==> config.mk <==
export PLATFORM = sky130hd
export DESIGN_NAME = move_list_merger
export DESIGN_NICKNAME = d
export VERILOG_FILES = /design/src/rtl/move_list_merger.sv
export SDC_FILE = /design/constraint.sdc
export NUM_CORES = 2
export LEC_CHECK = 0
export CORE_AREA = 2 2 498 500
export DETAILED_ROUTE_END_ITERATION = 16
export DIE_AREA = 0 0 500 502
export SLEW_MARGIN = 20
export SYNTH_ARGS = -nofsm -noshare
export SYNTH_HDL_FRONTEND = slang
export SYNTH_SLANG_ARGS = --single-unit
==> constraint.sdc <==
create_clock -name clk -period 10.2 [get_ports clk]
set_clock_uncertainty 0.2 [all_clocks]
set_input_delay 2.04 -clock clk [delete_from_list [all_inputs] [get_ports clk]]
set_output_delay 2.04 -clock clk [all_outputs]
set_load 0.02 [all_outputs]
==> src/rtl/move_list_merger.sv <==
// rtl/move_list_merger.sv - merges eight column move FIFOs into one serial move stream
//
// Purpose: visits columns 0..7 in order, pops 152-bit words (eight 19-bit moves,
// slot 0 in the most significant bits), drops filler entries, emits real moves
// one per valid/ready handshake and stops a column at its end marker.
//
// Ports:
//   clk, reset        rising-edge clock, synchronous active-high reset
//   start             one-cycle pulse that begins a merge pass (ignored while busy)
//   col_done[i]       column i has finished generating
//   col_empty[i]      column i FIFO has no word available
//   col_data          column i word at [152*i +: 152], valid the cycle after col_rden[i]
//   col_rden          one-hot single-cycle FIFO pop
//   move_out          current move {flags[6:0], from[5:0], to[5:0]}
//   move_valid        move_out valid
//   move_ready        downstream accept
//   move_count        accepted moves this pass, saturating at 255
//   count_ovf         sticky: an accept happened while move_count was 255
//   busy, done        pass in progress / pass complete
module move_list_merger #(
  parameter int NCOL  = 8,
  parameter int MOVW  = 19,
  parameter int WORDW = 152
) (
  input  logic                  clk,
  input  logic                  reset,
  input  logic                  start,
  input  logic [NCOL-1:0]       col_done,
  input  logic [NCOL-1:0]       col_empty,
  input  logic [NCOL*WORDW-1:0] col_data,
  output logic [NCOL-1:0]       col_rden,
  output logic [MOVW-1:0]       move_out,
  output logic                  move_valid,
  input  logic                  move_ready,
  output logic [7:0]            move_count,
  output logic                  count_ovf,
  output logic                  busy,
  output logic                  done
);

  typedef enum logic [2:0] {IDLE, WAITC, POP, LOAD, EMIT, DONE} state_t;

  state_t             state;
  logic [2:0]         col_ptr;
  logic [2:0]         slot;
  logic [WORDW-1:0]   word_q;

  logic [WORDW-1:0]   col_word;
  logic [NCOL-1:0]    ptr_onehot;
  logic [MOVW-1:0]    cur_mv;
  logic [MOVW-1:0]    nxt_mv;
  logic [MOVW-1:0]    pres_mv;
  logic               cur_inv;
  logic               cur_end;
  logic               last_col;
  logic               last_slot;

  function automatic logic [MOVW-1:0] slot_of(input logic [WORDW-1:0] w, input int s);
    return w[WORDW-1-MOVW*s -: MOVW];
  endfunction

  assign col_word   = col_data[WORDW*int'(col_ptr) +: WORDW];
  assign ptr_onehot = NCOL'(1) << col_ptr;
  assign cur_mv     = slot_of(word_q, int'(slot));
  assign nxt_mv     = slot_of(word_q, int'(slot + 3'd1));
  assign cur_inv    = cur_mv[MOVW-1];
  assign cur_end    = cur_inv && (cur_mv[11:6] == cur_mv[5:0]);
  assign last_col   = (col_ptr == 3'(NCOL-1));
  assign last_slot  = (slot == 3'd7);

  // The move presented on the next cycle: slot 0 of the incoming word while
  // loading, otherwise the following slot of the held word. Presenting it at
  // the same edge that retires the current slot gives one move per cycle.
  assign pres_mv = (state == LOAD) ? slot_of(col_word, 0) : nxt_mv;

  always_ff @(posedge clk) begin
    if (reset) begin
      state      <= IDLE;
      col_ptr    <= '0;
      slot       <= '0;
      word_q     <= '0;
      col_rden   <= '0;
      move_out   <= '0;
      move_valid <= 1'b0;
      move_count <= '0;
      count_ovf  <= 1'b0;
      busy       <= 1'b0;
      done       <= 1'b0;
    end else begin
      col_rden <= '0;
      case (state)
        IDLE, DONE: begin
          if (start) begin
            move_count <= '0;
            count_ovf  <= 1'b0;
            col_ptr    <= '0;
            busy       <= 1'b1;
            done       <= 1'b0;
            state      <= WAITC;
          end
        end

        WAITC: begin
          if (col_done[col_ptr] && !col_empty[col_ptr]) begin
            col_rden <= ptr_onehot;
            state    <= POP;
          end
        end

        POP: state <= LOAD;

        LOAD: begin
          word_q     <= col_word;
          slot       <= '0;
          move_valid <= ~pres_mv[MOVW-1];
          if (!pres_mv[MOVW-1]) move_out <= pres_mv;
          state      <= EMIT;
        end

        EMIT: begin
          if (move_valid) begin
            // Hold move_out until accepted; only then retire the slot.
            if (move_ready) begin
              if (move_count == 8'hFF) count_ovf <= 1'b1;
              else                     move_count <= move_count + 8'd1;
              if (last_slot) begin
                move_valid <= 1'b0;
                col_rden   <= ptr_onehot;
                state      <= POP;
              end else begin
                slot       <= slot + 3'd1;
                move_valid <= ~pres_mv[MOVW-1];
                if (!pres_mv[MOVW-1]) move_out <= pres_mv;
              end
            end
          end else if (cur_end) begin
            // End marker: the rest of this word is discarded.
            if (last_col) begin
              busy  <= 1'b0;
              done  <= 1'b1;
              state <= DONE;
            end else begin
              col_ptr <= col_ptr + 3'd1;
              state   <= WAITC;
            end
          end else if (cur_inv) begin
            if (last_slot) begin
              col_rden <= ptr_onehot;
              state    <= POP;
            end else begin
              slot       <= slot + 3'd1;
              move_valid <= ~pres_mv[MOVW-1];
              if (!pres_mv[MOVW-1]) move_out <= pres_mv;
            end
          end else begin
            move_valid <= 1'b1;
            move_out   <= cur_mv;
          end
        end

        default: state <= IDLE;
      endcase
    end
  end

endmodule

After elaboration in Yosys (flattened, before gate mapping):

Cells that the tools add are included.

* bitwise gates (word level): 1
* shift-type cells: 4
* magnitude comparators: 1
* reduce and logical (&&, ||, !) cells: 14
* multiply operators: 3
* eq/ne operators: 23
* add/sub/neg operators: 6
* mux-type cells: 64

Operator list (number)
* $shiftx A1216 B12 Y152: 1
* $shiftx A170 B10 Y19: 1
* $shiftx A170 B9 Y19: 1
* $mux W19: 7
* $mux W8: 10
* $mux W3: 17
* $pmux W19 S2: 1
* $pmux W8 S2: 2
* $ne A2 B2 Y1 const B: 10
* $reduce_and A5 Y1: 4
* $mux W1: 18
* $mul A5 B3 Y8 const A: 2
* $pmux W3 S5: 1
* $eq A3 B3 Y1 const B: 4
* $pmux W3 S2: 2
* $sub A8 B9 Y10 const A: 1
* $mul A5 B4 Y9 const A: 1
* $ne A3 B3 Y1 const B: 3
* $sub A8 B8 Y9 const A: 1
* $add A8 B1 Y8 const B: 1
* $eq A8 B8 Y1 const B: 1
* $pmux W1 S2: 4
* $reduce_and A4 Y1: 2
* $shl A1 B3 Y8 const A: 1
* other kinds (15): 20

* word-level logic and storage cells: 127
* register bits: 200
* input bits: 1236

Depth between registers and ports, before layout:

* word-level depth: 11
* gate-level depth with buffers: 37
* depth with buffers taken out: 20

Worst setup path after synthesis:

Ideal clock, no wire load.

* path type: register to register
* from: reg slot[0]
* to: reg move_out[15]
* path buffers: 20
* arrival: 7429 ps
* setup slack: 2451 ps
* stages on the path, launching flop included: 35
* period minus slack after synthesis: 7749 ps
* path through: dfxtp_1 -> buf_4 -> inv_2 -> buf_2 -> buf_2 -> buf_2 -> buf_2 -> buf_2 -> buf_2 -> buf_2 -> ha_1 -> buf_6 -> buf_12 -> buf_6 -> buf_6 -> buf_6 -> buf_6 -> inv_1 -> buf_2 -> ha_1 -> ha_1 -> inv_1 -> fa_1 -> inv_2 -> buf_1 -> buf_1 -> clkbuf_1 -> buf_1 -> clkbuf_1 -> o221ai_1 -> a31oi_1 -> and3_1 -> a41oi_1 -> a22oi_1 -> o2bb2ai_1

* cells in the longest elaborated chain, start to end: 11
* elaborated cells on any way between the ends: 20
* those cells by class: 3 x add/sub; 2 x mul; 3 x eq/ne; 2 x shift; 8 x mux; 2 x reduce/logical

RTL lines
* from (decl): RTL line 45 `logic [2:0] slot;`
* from (signal assigned): RTL line 131 `slot <= slot + 3'd1;`
* from (signal assigned): RTL line 151 `slot <= slot + 3'd1;`
* $add A3 B1 Y4: RTL line 65 `assign nxt_mv = slot_of(word_q, int'(slot + 3'd1));`
* $mul A5 B4 Y9: RTL line 59 `return w[WORDW-1-MOVW*s -: MOVW];`
* $sub A8 B9 Y10: RTL line 59
* $shiftx A170 B10 Y19: RTL line 59
* $mux W19: RTL line 74 `assign pres_mv = (state == LOAD) ? slot_of(col_word, 0) : nxt_mv;`
* $mux W19: RTL line 116, 133, 153
* $mux W19: RTL line 126, 147
* $mux W19: RTL line 146 `end else if (cur_inv) begin`
* $mux W19: RTL line 136 `end else if (cur_end) begin`
* $mux W19: RTL line 121 `if (move_valid) begin`
* $pmux W19 S2: RTL line 91 `case (state)`
* to (signal assigned): RTL line 133 `if (!pres_mv[MOVW-1]) move_out <= pres_mv;`
* to (signal assigned): RTL line 153 `if (!pres_mv[MOVW-1]) move_out <= pres_mv;`
* to (signal assigned): RTL line 157 `move_out <= cur_mv;`
* to (decl): RTL line 32 `output logic [MOVW-1:0] move_out,`

Several ways; a longest one is shown, not always the timed one. The select of a mux whose other input is x is not followed.
A chain may end at the register's enable or synchronous reset.

Worst setup path in the final report:

* from: reg slot[1]
* to: reg move_out[17]

The elaborated chain is that of the path after synthesis.

==> flow_summary.toml <==
[power_and_ir_drop]
leakagePower_nw = 18.6
irDropWorstVdd_mv = 0.152
power_density_mw_per_mm2 = 79.6

[drt]
top_layer_used = "met5"
met1_length_um = 150000
route.met2.wl_um = 169000
wl_um = 386000
met3WireLength_um = 41500
via_count = 47300
first_pass_iters = 8
post_drt_wl_per_cell_um = 45.5
avgViaCountPerCell = 5.58
first_iter_violations = 6414
ant_nets = 0
route.detailed.drc = 0

[timing]
max-slew-margin-rel_pct = 18.7
rsz0062_at_grt = "false"
setup-violations-final = 0
period_share_pct = 74.4
finalSetupTns_ns = 0
hold_viol_final = 0
worstMarginPinSlew_ns = 1.19
final_max_slew_viol_count = 0
fmax_mhz = 132
whs_ns = 0.284
period_minus_slack_ns = 7.59
fin_ws_ns = 2.61

[outcome]
status = "completed"

[synth]
synth-edff-count = 0
yosysWarnings = 0
synth_nets = 5457
syn_inst = 4192
avgSynthCellArea_um2 = 9.10
synthFlopType = "dfxtp_1"
async_flop_share_pct = 0
synth-seq-area-share_pct = 10.5
ys_ff_latch = 200
syn-cell-area_mm2 = 0.0382
yosysUniqueCellTypes = 108

[worst_setup_path]
critPathKind = "flip-flop to flip-flop"
endpoint_kind = "flip-flop"
cp-start-kind = "flip-flop"
crit_end = "move_out[17]$_SDFFE_PP0P_"
path_max_fanout = 54
worst_path_largest_cell_delay_ns = 0.78
crit_family = "adder cells"
arrival_ns = 7.85
cpMaxStageDelayCell = "fa_1"
cp_cell_sequence = "ha_4, inv_1, nor2_1, ha_1, inv_1, ha_1, fa_1, inv_1, o21ai_1, and2_1, buf_4, nor3_1, a32oi_1, a211oi_1, nor3_4, a21oi_1, a311o_1, a311oi_1"
critPathLaunch = "slot[1]$_SDFFE_PP0P_"
crit_cells = 18
ff2ff_path_depth = 18
r2r_slack_ns = 2.61
reg2reg_to = "move_out[17]$_SDFFE_PP0P_"
cp_common_cell = "inv_1"
required_ns = 10.46
worst-path-buf-inv = 4
reg2reg_from = "slot[1]$_SDFFE_PP0P_"

[floorplan]
rows = 182
die_area_mm2 = 0.251
initial_core_util_pct = 15.6
dieHeight_um = 502
fp.coreArea_mm2 = 0.245
pin_count = 1275
dieWidth_um = 500

[global_routing]
overflow = 0
grtUsageTotal_pct = 29.5
grt_pass1_wl_um = 485000
antenna_found_initial = 307
grt_pass1_vias = 44100
grt_max_degree = 161

[final_layout]
final_cell_mix = "clkdlybuf4s50_1, nand2_1, mux4_2"
drive_above_1_share_pct = 18.1
finalNetCount = 6360
syn2layout_area_growth_pct = 43.7
final_common_cell = "clkdlybuf4s50_1"
final_area_mm2 = 0.0548
n_fill_cell = 26800

[clock_tree]
insertion_delay_ns = 0.59
root_buffer = "clkbuf_16"
numCtsBuffers = 17
cts_resized = 0
clk_path_buf_depth = 2
cts_hold_repair.buffers = 0
path_clk_slew_ns = 0.10
post_cts_buffers = 0
cts_sinks = 200
h-tree-depth = 4
cts_tree = "built"

[place]
placed_area_mm2 = 0.0539
hpwl_um = 327000
gp_congestion = 1.06
io_buffers = 1274
preCtsSetupSlack_ns = 2.83

[hold_path]
hold_path.class = "flip-flop to flip-flop"

[flow_run]
maxCapViolations = 0
## sequential cells by signal (all words and copies together), names as in the netlist
register / cells
move_count: 8
move_valid: 1
state: 3
col_ptr: 3
slot: 3
move_out: 19
word_q: 152
col_rden: 8
done: 1
busy: 1
count_ovf: 1
## cell families (layout without fill, tap and decap cells)
kind of cell    Yosys count  after routing  share of synthesized area, %
other cells               0            157                             0
flops                   200            200                          10.5
fa+ha+maj                29             29                         0.990
xor+xnor                 23             23                         0.567
simple gates           1348           1348                          15.0
mux                    1047           1047                          46.8
buf+inv                 568           1484                          6.95
compound gates          977            977                          19.2
## through the flow
stage / total power, mW / utilization [%] / cells
3_5_place_dp: 3.51 / 22.0 / 8296
4_1_cts: 4.32 / 22.2 / 8328
6_report: 4.36 / 22.4 / 8485
5_1_grt: 4.46 / 22.3 / 8417
2_1_floorplan: 2.10 / - / 4192
3_3_place_gp: 3.51 / 22.0 / 8296
## cells in the mapped netlist, drive strengths merged, types with 10 or more instances
| cell type | instances | share of area (%) |
|---|---|---|
| nand2 | 738 | 7.3 |
| mux4 | 580 | 34 |
| mux2i | 365 | 9.6 |
| nor2 | 320 | 3.2 |
| clkbuf | 288 | 2.8 |
| buf | 241 | 3.7 |
| dfxtp | 200 | 10 |
| a311oi | 152 | 3.5 |
| a21oi | 149 | 2.0 |
| o21ai | 125 | 1.7 |
| mux2 | 102 | 3.0 |
| a2bb2oi | 89 | 2.0 |
| nor3 | 59 | 0.80 |
| nand3 | 58 | 0.76 |
| o211ai | 54 | 1.1 |
| a211oi | 42 | 0.87 |
| a31oi | 42 | 0.69 |
| a22oi | 41 | 0.81 |
| inv | 38 | 0.37 |
| nor2b | 30 | 0.49 |
| a221oi | 29 | 0.67 |
| and3 | 27 | 0.44 |
| ha | 27 | 0.89 |
| o22ai | 26 | 0.44 |
| and2 | 25 | 0.41 |
| o221ai | 19 | 0.44 |
| a22o | 18 | 0.41 |
| nand2b | 18 | 0.30 |
| o311ai | 17 | 0.39 |
| nand4 | 16 | 0.26 |
| nor4 | 16 | 0.30 |
| a211o | 14 | 0.32 |
| o32ai | 13 | 0.40 |
| xnor2 | 13 | 0.32 |
| o2111ai | 12 | 0.28 |
| o21a | 12 | 0.24 |
| or2 | 12 | 0.20 |
| a221o | 10 | 0.26 |
| a32oi | 10 | 0.23 |
| a41oi | 10 | 0.25 |
| o31ai | 10 | 0.20 |
| xor2 | 10 | 0.25 |
## report_power, final
part | total, mW | internal (mW) | switching [mW]
clock | 0.789 | 0.347 | 0.442
sequential | 1.20 | 0.868 | 0.334
combinational | 2.37 | 1.11 | 1.27
## how the worst min path moves through the flow
stage / slack (ns) / from / cells after the start / end
after floorplan: 0.28 / word_q[145]$_SDFFE_PP0P_ / 2 / word_q[145]$_SDFFE_PP0P_
after global routing: 0.30 / done$_SDFFE_PP0P_ / 2 / done$_SDFFE_PP0P_
after CTS: 0.29 / busy$_SDFFE_PP0P_ / 2 / busy$_SDFFE_PP0P_
after detailed placement: 0.28 / busy$_SDFFE_PP0P_ / 2 / busy$_SDFFE_PP0P_
final: 0.28 / busy$_SDFFE_PP0P_ / 2 / busy$_SDFFE_PP0P_
after global placement: 0.27 / busy$_SDFFE_PP0P_ / 2 / busy$_SDFFE_PP0P_
## per-layer routing
metal	global-route usage [%]	vias up
li1	-	18600
met1	35.6	24200
met2	45.8	3655
met3	10.3	768
met4	15.8	120
met5	0	-
## cell type report
| type | count | area [um2] | area share [%] |
|---|---|---|---|
| Tap cell | 3220 | 4030 | 7.35 |
| Sequential cell | 200 | 4020 | 7.33 |
| Timing Repair Buffer | 1413 | 14000 | 25.5 |
| Clock inverter | 15 | 165 | 0.301 |
| Inverter | 39 | 160 | 0.292 |
| Antenna cell | 157 | 393 | 0.716 |
| Multi-Input combinational cell | 3424 | 31700 | 57.8 |
| Clock buffer | 17 | 425 | 0.776 |
## worst register-to-register path, delay by kind of cell (launching register included)
| kind | cells | cell delay (ns) |
|---|---|---|
| AND/OR/NAND/NOR | 4 | 1.54 |
| adder cells (fa/ha/maj) | 4 | 1.95 |
| AO/OA/AOI/OAI | 6 | 1.72 |
| buffers and inverters | 4 | 1.35 |
| flip-flops | 1 | 0.72 |
Note: power is estimated with default switching activity, not from simulation.
